## src/rtl/exc_pkg.sv

```systemverilog
// Shared definitions for the exception status writer: exception codes,
// opcode / ALU-op encodings, the $rstatus register index, the mul/div
// FSM state type and an execute-stage decode helper.
package exc_pkg;

  localparam int unsigned STATUS_REG = 30;

  localparam logic [2:0] EXC_ADD  = 3'd1;
  localparam logic [2:0] EXC_ADDI = 3'd2;
  localparam logic [2:0] EXC_SUB  = 3'd3;
  localparam logic [2:0] EXC_MUL  = 3'd4;
  localparam logic [2:0] EXC_DIV  = 3'd5;

  localparam logic [4:0] OP_ALU  = 5'b00000;
  localparam logic [4:0] OP_ADDI = 5'b00101;
  localparam logic [4:0] OP_SETX = 5'b10101;
  localparam logic [4:0] OP_BEX  = 5'b10110;

  localparam logic [4:0] ALU_MUL = 5'd6;
  localparam logic [4:0] ALU_DIV = 5'd7;

  typedef enum logic {
    IDLE,
    MD_WAIT
  } md_state_e;

  typedef struct packed {
    logic is_md;
    logic is_setx;
    logic is_bex;
  } x_dec_t;

  // Classify the instruction sitting in X.
  function automatic x_dec_t decode_x(input logic [31:0] inst);
    x_dec_t dec;
    dec.is_md   = (inst[31:27] == OP_ALU) &&
                  ((inst[6:2] == ALU_MUL) || (inst[6:2] == ALU_DIV));
    dec.is_setx = (inst[31:27] == OP_SETX);
    dec.is_bex  = (inst[31:27] == OP_BEX);
    return dec;
  endfunction

endpackage

```

## src/rtl/exception_status_writer_if.sv

```systemverilog
// Bus interface of the exception status writer.
//   slave  : seen by the design (execute/mul-div/writeback inputs,
//            stall/writeback/status outputs)
//   master : seen by the surrounding pipeline or a testbench
interface exception_status_writer_if #(
  parameter int unsigned DATA_W = 32,
  parameter int unsigned CODE_W = 3
);
  logic              x_valid;
  logic [31:0]       x_inst;
  logic              x_exc;
  logic [CODE_W-1:0] x_exc_val;
  logic              md_ready;
  logic              md_exc;
  logic [CODE_W-1:0] md_exc_val;
  logic              stall;
  logic              w_we_in;
  logic [4:0]        w_rd_in;
  logic [DATA_W-1:0] w_data_in;
  logic              md_stall;
  logic              w_we;
  logic [4:0]        w_rd;
  logic [DATA_W-1:0] w_data;
  logic [DATA_W-1:0] rstatus;
  logic              bex_taken;

  modport slave (
    input  x_valid, x_inst, x_exc, x_exc_val,
    input  md_ready, md_exc, md_exc_val, stall,
    input  w_we_in, w_rd_in, w_data_in,
    output md_stall, w_we, w_rd, w_data, rstatus, bex_taken
  );

  modport master (
    output x_valid, x_inst, x_exc, x_exc_val,
    output md_ready, md_exc, md_exc_val, stall,
    output w_we_in, w_rd_in, w_data_in,
    input  md_stall, w_we, w_rd, w_data, rstatus, bex_taken
  );
endinterface

```

## src/rtl/exc_slot_reg.sv

```systemverilog
// One pipeline slot carrying a pending exception: valid, exc flag and the
// word to be written into $rstatus (code zero-extended, or T for setx).
//   clock, reset : rising-edge clock, synchronous active-high reset
//   hold         : keep current contents (highest priority)
//   clear        : load an empty slot
//   d_*          : next contents when neither hold nor clear
//   q_*          : registered contents
module exc_slot_reg #(
  parameter int unsigned DATA_W = 32
) (
  input  logic              clock,
  input  logic              reset,
  input  logic              hold,
  input  logic              clear,
  input  logic              d_valid,
  input  logic              d_exc,
  input  logic [DATA_W-1:0] d_data,
  output logic              q_valid,
  output logic              q_exc,
  output logic [DATA_W-1:0] q_data
);

  logic              valid_d, valid_q;
  logic              exc_d,   exc_q;
  logic [DATA_W-1:0] data_d,  data_q;

  always_comb begin
    valid_d = valid_q;
    exc_d   = exc_q;
    data_d  = data_q;
    if (!hold) begin
      if (clear) begin
        valid_d = 1'b0;
        exc_d   = 1'b0;
        data_d  = '0;
      end else begin
        valid_d = d_valid;
        exc_d   = d_exc;
        data_d  = d_data;
      end
    end
  end

  always_ff @(posedge clock) begin
    if (reset) begin
      valid_q <= 1'b0;
      exc_q   <= 1'b0;
      data_q  <= '0;
    end else begin
      valid_q <= valid_d;
      exc_q   <= exc_d;
      data_q  <= data_d;
    end
  end

  assign q_valid = valid_q;
  assign q_exc   = exc_q;
  assign q_data  = data_q;

endmodule

```

## src/rtl/exception_status_writer.sv

```systemverilog
// Carries execute-stage exceptions through the X/M and M/W slots and, at
// writeback, redirects the register-file write into $rstatus. Holds F/D/X
// while a mul/div is in flight, keeps a shadow copy of $rstatus and
// resolves bex in X with forwarding from the pending slots.
//   clock, reset : rising-edge clock, synchronous active-high reset
//   bus (slave)  : X-stage instruction + checker results, mul/div result
//                  handshake, external stall, normal writeback in; md_stall,
//                  final writeback, rstatus and bex_taken out
module exception_status_writer #(
  parameter int unsigned DATA_W     = 32,
  parameter int unsigned CODE_W     = 3,
  parameter int unsigned STATUS_REG = exc_pkg::STATUS_REG
) (
  input  logic                   clock,
  input  logic                   reset,
  exception_status_writer_if.slave bus
);
  import exc_pkg::*;

  localparam logic [4:0] STATUS_RD = 5'(STATUS_REG);

  x_dec_t            dec;
  logic [DATA_W-1:0] setx_t;

  md_state_e         state_d, state_q;
  logic              md_stall_d, md_stall_q;

  logic              xm_hold, xm_clear;
  logic              xm_valid_d, xm_exc_d;
  logic [DATA_W-1:0] xm_data_d;
  logic              xm_valid, xm_exc;
  logic [DATA_W-1:0] xm_data;
  logic              mw_valid, mw_exc;
  logic [DATA_W-1:0] mw_data;

  logic [DATA_W-1:0] rstatus_d, rstatus_q;
  logic [DATA_W-1:0] status_fwd;

  always_comb begin
    dec    = decode_x(bus.x_inst);
    setx_t = DATA_W'(bus.x_inst[26:0]);
  end

  // FSM next state and X/M slot load. In MD_WAIT the X/M slot is always
  // empty (the mul/div itself never enters it), so the result is captured
  // even when stall is asserted on the md_ready cycle.
  always_comb begin
    state_d    = state_q;
    xm_hold    = 1'b0;
    xm_clear   = 1'b1;
    xm_valid_d = 1'b0;
    xm_exc_d   = 1'b0;
    xm_data_d  = '0;
    case (state_q)
      IDLE: begin
        if (bus.stall) begin
          xm_hold = 1'b1;
        end else if (bus.x_valid) begin
          if (dec.is_md) begin
            state_d = MD_WAIT;
          end else begin
            xm_clear   = 1'b0;
            xm_valid_d = 1'b1;
            if (dec.is_setx) begin
              xm_exc_d  = 1'b1;
              xm_data_d = setx_t;
            end else begin
              xm_exc_d  = bus.x_exc;
              xm_data_d = bus.x_exc ? DATA_W'(bus.x_exc_val) : '0;
            end
          end
        end
      end
      MD_WAIT: begin
        if (bus.md_ready) begin
          state_d    = IDLE;
          xm_clear   = 1'b0;
          xm_valid_d = 1'b1;
          xm_exc_d   = bus.md_exc;
          xm_data_d  = bus.md_exc ? DATA_W'(bus.md_exc_val) : '0;
        end else if (bus.stall) begin
          xm_hold = 1'b1;
        end
      end
      default: state_d = IDLE;
    endcase
    md_stall_d = (state_d == MD_WAIT);
  end

  always_ff @(posedge clock) begin
    if (reset) begin
      state_q    <= IDLE;
      md_stall_q <= 1'b0;
    end else begin
      state_q    <= state_d;
      md_stall_q <= md_stall_d;
    end
  end

  exc_slot_reg #(.DATA_W(DATA_W)) u_xm_slot (
    .clock   (clock),
    .reset   (reset),
    .hold    (xm_hold),
    .clear   (xm_clear),
    .d_valid (xm_valid_d),
    .d_exc   (xm_exc_d),
    .d_data  (xm_data_d),
    .q_valid (xm_valid),
    .q_exc   (xm_exc),
    .q_data  (xm_data)
  );

  exc_slot_reg #(.DATA_W(DATA_W)) u_mw_slot (
    .clock   (clock),
    .reset   (reset),
    .hold    (bus.stall),
    .clear   (1'b0),
    .d_valid (xm_valid),
    .d_exc   (xm_exc),
    .d_data  (xm_data),
    .q_valid (mw_valid),
    .q_exc   (mw_exc),
    .q_data  (mw_data)
  );

  // Writeback override: a pending exception replaces the instruction's own
  // write (its overflowed result is dropped).
  always_comb begin
    if (mw_valid && mw_exc) begin
      bus.w_we   = 1'b1;
      bus.w_rd   = STATUS_RD;
      bus.w_data = mw_data;
    end else begin
      bus.w_we   = bus.w_we_in;
      bus.w_rd   = bus.w_rd_in;
      bus.w_data = bus.w_data_in;
    end
  end

  always_comb begin
    rstatus_d = rstatus_q;
    if (bus.w_we && (bus.w_rd == STATUS_RD)) begin
      rstatus_d = bus.w_data;
    end
  end

  always_ff @(posedge clock) begin
    if (reset) begin
      rstatus_q <= '0;
    end else begin
      rstatus_q <= rstatus_d;
    end
  end

  // Youngest pending status value wins; plain r30 writes in flight are
  // handled by the core's regular bypass network.
  always_comb begin
    if (xm_valid && xm_exc) begin
      status_fwd = xm_data;
    end else if (mw_valid && mw_exc) begin
      status_fwd = mw_data;
    end else begin
      status_fwd = rstatus_q;
    end
  end

  assign bus.md_stall  = md_stall_q;
  assign bus.rstatus   = rstatus_q;
  assign bus.bex_taken = (status_fwd != '0) && bus.x_valid && dec.is_bex;

endmodule

```

## src/flat_wrapper.sv

```systemverilog
// flat-port wrapper written by rule: the top's interface ports become plain ports
module exception_status_writer_flat import exc_pkg::*;
#(
  parameter int unsigned DATA_W     = 32,
  parameter int unsigned CODE_W     = 3,
  parameter int unsigned STATUS_REG = exc_pkg::STATUS_REG
)
  (clock, reset, bus_x_valid, bus_x_inst, bus_x_exc, bus_x_exc_val, bus_md_ready, bus_md_exc, bus_md_exc_val, bus_stall, bus_w_we_in, bus_w_rd_in, bus_w_data_in, bus_md_stall, bus_w_we, bus_w_rd, bus_w_data, bus_rstatus, bus_bex_taken);
  exception_status_writer_if #(.DATA_W(DATA_W), .CODE_W(CODE_W)) bus_i ();
  input  logic clock;
  input  logic reset;
  input wire logic [$bits(bus_i.x_valid)-1:0] bus_x_valid;
  input wire logic [$bits(bus_i.x_inst)-1:0] bus_x_inst;
  input wire logic [$bits(bus_i.x_exc)-1:0] bus_x_exc;
  input wire logic [$bits(bus_i.x_exc_val)-1:0] bus_x_exc_val;
  input wire logic [$bits(bus_i.md_ready)-1:0] bus_md_ready;
  input wire logic [$bits(bus_i.md_exc)-1:0] bus_md_exc;
  input wire logic [$bits(bus_i.md_exc_val)-1:0] bus_md_exc_val;
  input wire logic [$bits(bus_i.stall)-1:0] bus_stall;
  input wire logic [$bits(bus_i.w_we_in)-1:0] bus_w_we_in;
  input wire logic [$bits(bus_i.w_rd_in)-1:0] bus_w_rd_in;
  input wire logic [$bits(bus_i.w_data_in)-1:0] bus_w_data_in;
  output wire logic [$bits(bus_i.md_stall)-1:0] bus_md_stall;
  output wire logic [$bits(bus_i.w_we)-1:0] bus_w_we;
  output wire logic [$bits(bus_i.w_rd)-1:0] bus_w_rd;
  output wire logic [$bits(bus_i.w_data)-1:0] bus_w_data;
  output wire logic [$bits(bus_i.rstatus)-1:0] bus_rstatus;
  output wire logic [$bits(bus_i.bex_taken)-1:0] bus_bex_taken;
  assign bus_i.x_valid = bus_x_valid;
  assign bus_i.x_inst = bus_x_inst;
  assign bus_i.x_exc = bus_x_exc;
  assign bus_i.x_exc_val = bus_x_exc_val;
  assign bus_i.md_ready = bus_md_ready;
  assign bus_i.md_exc = bus_md_exc;
  assign bus_i.md_exc_val = bus_md_exc_val;
  assign bus_i.stall = bus_stall;
  assign bus_i.w_we_in = bus_w_we_in;
  assign bus_i.w_rd_in = bus_w_rd_in;
  assign bus_i.w_data_in = bus_w_data_in;
  assign bus_md_stall = bus_i.md_stall;
  assign bus_w_we = bus_i.w_we;
  assign bus_w_rd = bus_i.w_rd;
  assign bus_w_data = bus_i.w_data;
  assign bus_rstatus = bus_i.rstatus;
  assign bus_bex_taken = bus_i.bex_taken;
  exception_status_writer #(.DATA_W(DATA_W), .CODE_W(CODE_W), .STATUS_REG(STATUS_REG)) u_core (.clock(clock), .reset(reset), .bus(bus_i));
endmodule
```

## config.mk

```make
export PLATFORM = sky130hd
export DESIGN_NAME = exception_status_writer_flat
export DESIGN_NICKNAME = d
export VERILOG_FILES = /design/src/rtl/exc_pkg.sv /design/src/rtl/exception_status_writer_if.sv /design/src/rtl/exc_slot_reg.sv /design/src/rtl/exception_status_writer.sv /design/src/flat_wrapper.sv
export SDC_FILE = /design/constraint.sdc
export NUM_CORES = 1
export LEC_CHECK = 0
export ABC_AREA = 0
export CORE_MARGIN = 3
export CORE_UTILIZATION = 35
export CTS_CLUSTER_SIZE = 28
export DETAILED_ROUTE_END_ITERATION = 8
export GPL_TIMING_DRIVEN = 0
export PLACE_DENSITY = 0.74
export SLEW_MARGIN = 20
export SYNTH_ARGS = -nofsm -noshare
export SYNTH_HDL_FRONTEND = slang
export SYNTH_HIERARCHICAL = 1
export SYNTH_SLANG_ARGS = --single-unit
```

## constraint.sdc

```tcl
create_clock -name clock -period 1.9 [get_ports clock]
set_input_delay 0.285 -clock clock [delete_from_list [all_inputs] [get_ports clock]]
set_output_delay 0.285 -clock clock [all_outputs]
set_load 0.03 [all_outputs]
```

==> key figures <==
Global route
  • Vias in the first global route: 4674
  • Antenna violations before repair: 0
  • First-pass GRT wire length: 24300 um
  • Largest net degree at the start of global routing: 17
  • Gr usage total: 18.2%
  • GR Overflow Total: 0

Pwr
  • Flop pwr share: 43.3%
  • Net Sw Power: 1.14 mW
  • Clk network pwr share: 42.8%
  • Internal Power: 3.79 mW
  • Leakage: 2.73 nW
  • Sw Ratio: 23.1%
  • Peak VDD IR: 0.000473 V
  • Combinational share of power: 13.9%
  • PD cells: 645 nW/um^2

Clock network
  • TritonCTS buffer count: 9
  • Clock insertion delay at the later pin of the skew report: 0.34 ns
  • CTS H-tree lvls: 3
  • TritonCTS clock tree: yes
  • CTS max path bufs: 2
  • Root buffer cell: clkbuf_16
  • CTS Sinks: 101
  • Hold buffer count at CTS: 0
  • CTS clk-pin slew, worst paths: 0.07 ns

Worst setup path
  • Reg-to-reg slack, setup: 0.26 ns
  • Worst Setup Start Kind: flip-flop
  • WP data arrival: 1.78 ns
  • WS Path Type: reg -> out
  • Crit Path Max Fanout: 3
  • Crit end category: output pin
  • Worst Path Required: 1.62 ns

Synth
  • Post-synth EDFFs: 0
  • Post-Synthesis Cells: 547
  • Asr flop ratio synth: 0%
  • Main synth FF type: dfxtp_1
  • Mapped Avg Cell Area: 9.53 um^2
  • Yosys Warn Count: 6
  • Sequential share of the synthesized area: 38.8%
  • Unique cell type count in the Yosys netlist: 36
  • Synth Cell Area: 5220 um^2
  • FF+latch count, synth: 101

Floorplanning
  • Die W: 128 um
  • Core area: 14200 um^2
  • Ports: 155
  • Row cnt: 43
  • Die H: 128 um
  • Die area: 16400 um^2
  • Initial Utilization: 36.7%

Routing
  • Total wire length: 15100 um
  • Vias per cell: 5.03
  • Via Count: 4595
  • 1st-iter DRT viols: 239
  • DRC viols: 0
  • Avg WL per Cell: 16.5 um
  • First-pass iteration count of the detailed router: 4
  • Final ANT Viol Nets: 0

Layout
  • FILL cells: 1306
  • Final Util: 53.8%
  • Final nets: 813
  • Antenna Cells: 0
  • Share of cells above drive strength 1: 27.2%
  • Area delta synth->final: 46.4%

Timing
  • Achievable Freq: 484 MHz
  • Fin. max-slew vios: 0
  • Min cycle time layout: 2.07 ns
  • TNS Setup: -2.01 ns
  • Clk_skew: 0.00748 ns
  • Fin. Hold Viols: 0
  • Worst hold slack: 0.278 ns
  • RSZ-0062 raised after global routing: true
  • Final setup viols: 29
  • Period utilization: 109%
  • Final worst setup slack: -0.167 ns

Flow run
  • Max_cap viols: 0

Run status
  • Status: finished, violations left
  • Failing checks: setup timing

Placement
  • Gpl congestion: 0.877
  • Port bufs: 153
  • DP Wirelength: 11800 um

Hold path
  • Worst min path class: in -> reg
-- final cells by class --
| class | count | area, um^2 | area share, % |
|---|---|---|---|
| multi-input combinational | 406 | 3080 | 40.3 |
| sequential | 101 | 2030 | 26.6 |
| timing repair buffer | 166 | 1630 | 21.3 |
| buffer | 45 | 327 | 4.28 |
| clock buffer | 10 | 239 | 3.13 |
| tap | 180 | 225 | 2.95 |
| clock inverter | 5 | 106 | 1.39 |
| inverter | 1 | 3.75 | 0.0491 |
-- cells in the mapped netlist, drive strengths merged, types with 2 or more instances --
| master | number | area [um^2] |
|---|---|---|
| o21ai | 5 | 25.0 |
| or2 | 3 | 18.8 |
| a21oi | 5 | 36.3 |
| nor2 | 34 | 128 |
| o22ai | 67 | 795 |
| mux2i | 35 | 350 |
| dfxtp | 101 | 2020 |
| clkbuf | 18 | 67.6 |
| nand2 | 74 | 278 |
| nor4 | 24 | 150 |
| buf | 27 | 205 |
| nand3 | 4 | 20.0 |
| and3 | 25 | 156 |
| nand4 | 3 | 18.8 |
| mux2 | 32 | 360 |
| nand4b | 3 | 26.3 |
| nor3 | 2 | 10.0 |
| or3b | 3 | 26.3 |
| nand2b | 72 | 450 |
-- critical path, cell delays in order, from the launching register on --
cell	delay [ns]
dfxtp_1	0.33
nor4_1	0.31
nand4_1	0.23
o22ai_4	0.28
a2111oi_4	0.11
buf_4	0.18
-- through the flow --
step                      power, mW  setup WS (ns)  cells  cell area, um^2
after floorplan                2.54        -0.0638    553             5260
after global placement         2.85         -0.888    886             7020
after detailed placement       2.86         -0.924    886             7020
after CTS                      4.96         -0.213    913             7580
after global routing           5.09         -0.249    914             7640
final                          4.93         -0.167    914             7640
-- per-layer routing --
metal | GRT usage [%] | part of all wire, %
met5 | 0 | 0
met4 | 5.37 | 1.4
met3 | 2.67 | 5.6
met2 | 31.6 | 49
met1 | 23.5 | 44
-- state kept, by name, indices dropped and copies added, names as in the netlist --
register and count:
u_core/u_xm_slot/q_exc 1, u_core/u_mw_slot/q_valid 1, u_core/u_mw_slot/q_exc 1, u_core/bus.rstatus 32, u_core/u_xm_slot/q_data 32, u_core/u_xm_slot/q_valid 1, u_core/bus.md_stall 1, u_core/u_mw_slot/q_data 32
-- kinds of logic (layout without fill, tap and decap cells) --
logic type             count (synthesis)  count (layout)  share of synthesized area, %
multiplexers                          67              67                          13.6
AO/OA/AOI/OAI                         81              81                          17.1
AND/OR/NAND/NOR                      251             251                          25.2
buffers and inverters                 46             227                          5.30
other                                  1               7                        0.0719
flip-flops                           101             101                          38.8
-- cells in the final DEF, fill, tap and decap left out, drive strengths merged --
master	count
a2111oi	1
a221oi	1
nor2b	1
nand2	74
dlygate4sd2	16
or4b	1
clkbuf	34
a21boi	1
or3b	3
and3	25
o22ai	67
dlymetal6s2s	2
nand4b	3
nor3	2
a21oi	5
o21ai	5
nor3b	1
nand3	4
inv	2
mux2i	35
dfxtp	101
clkinvlp	1
and2	1
nor2	34
or2	3
bufinv	3
nand4	3
conb	7
clkdlybuf4s50	105
nor4	24
buf	43
o31a	1
clkdlybuf4s15	21
nand2b	72
mux2	32
-- worst paths after layout --
check / start / endpoint / cells after the start
hold reg to reg: u_core/u_xm_slot/q_data[28] / u_core/u_xm_slot/q_data[28] / 2
setup reg to reg: u_core/bus.md_stall / u_core/u_xm_slot/q_data[4] / 8
setup / recovery: u_core/bus.rstatus[23] / bus_bex_taken / 5
hold / removal: reset / u_core/u_mw_slot/q_exc / 2
-- power groups by stage --
stage          Sequential (mW)  Clock (mW)  Combinational, mW
2_1_floorplan             2.19           0              0.346
3_3_place_gp              2.18           0              0.670
3_5_place_dp              2.18           0              0.680
4_1_cts                   2.13        2.14              0.685
5_1_grt                   2.14        2.22              0.730
6_report                  2.14        2.11              0.684
-- timing repair --
item	4_1_cts	5_1_grt
cloned	2	0
setup buffers	10	3
setup endpoints to repair	68	75
resized for setup	134	30
pin swaps	7	12
Note: power is estimated with default switching activity, not from simulation.
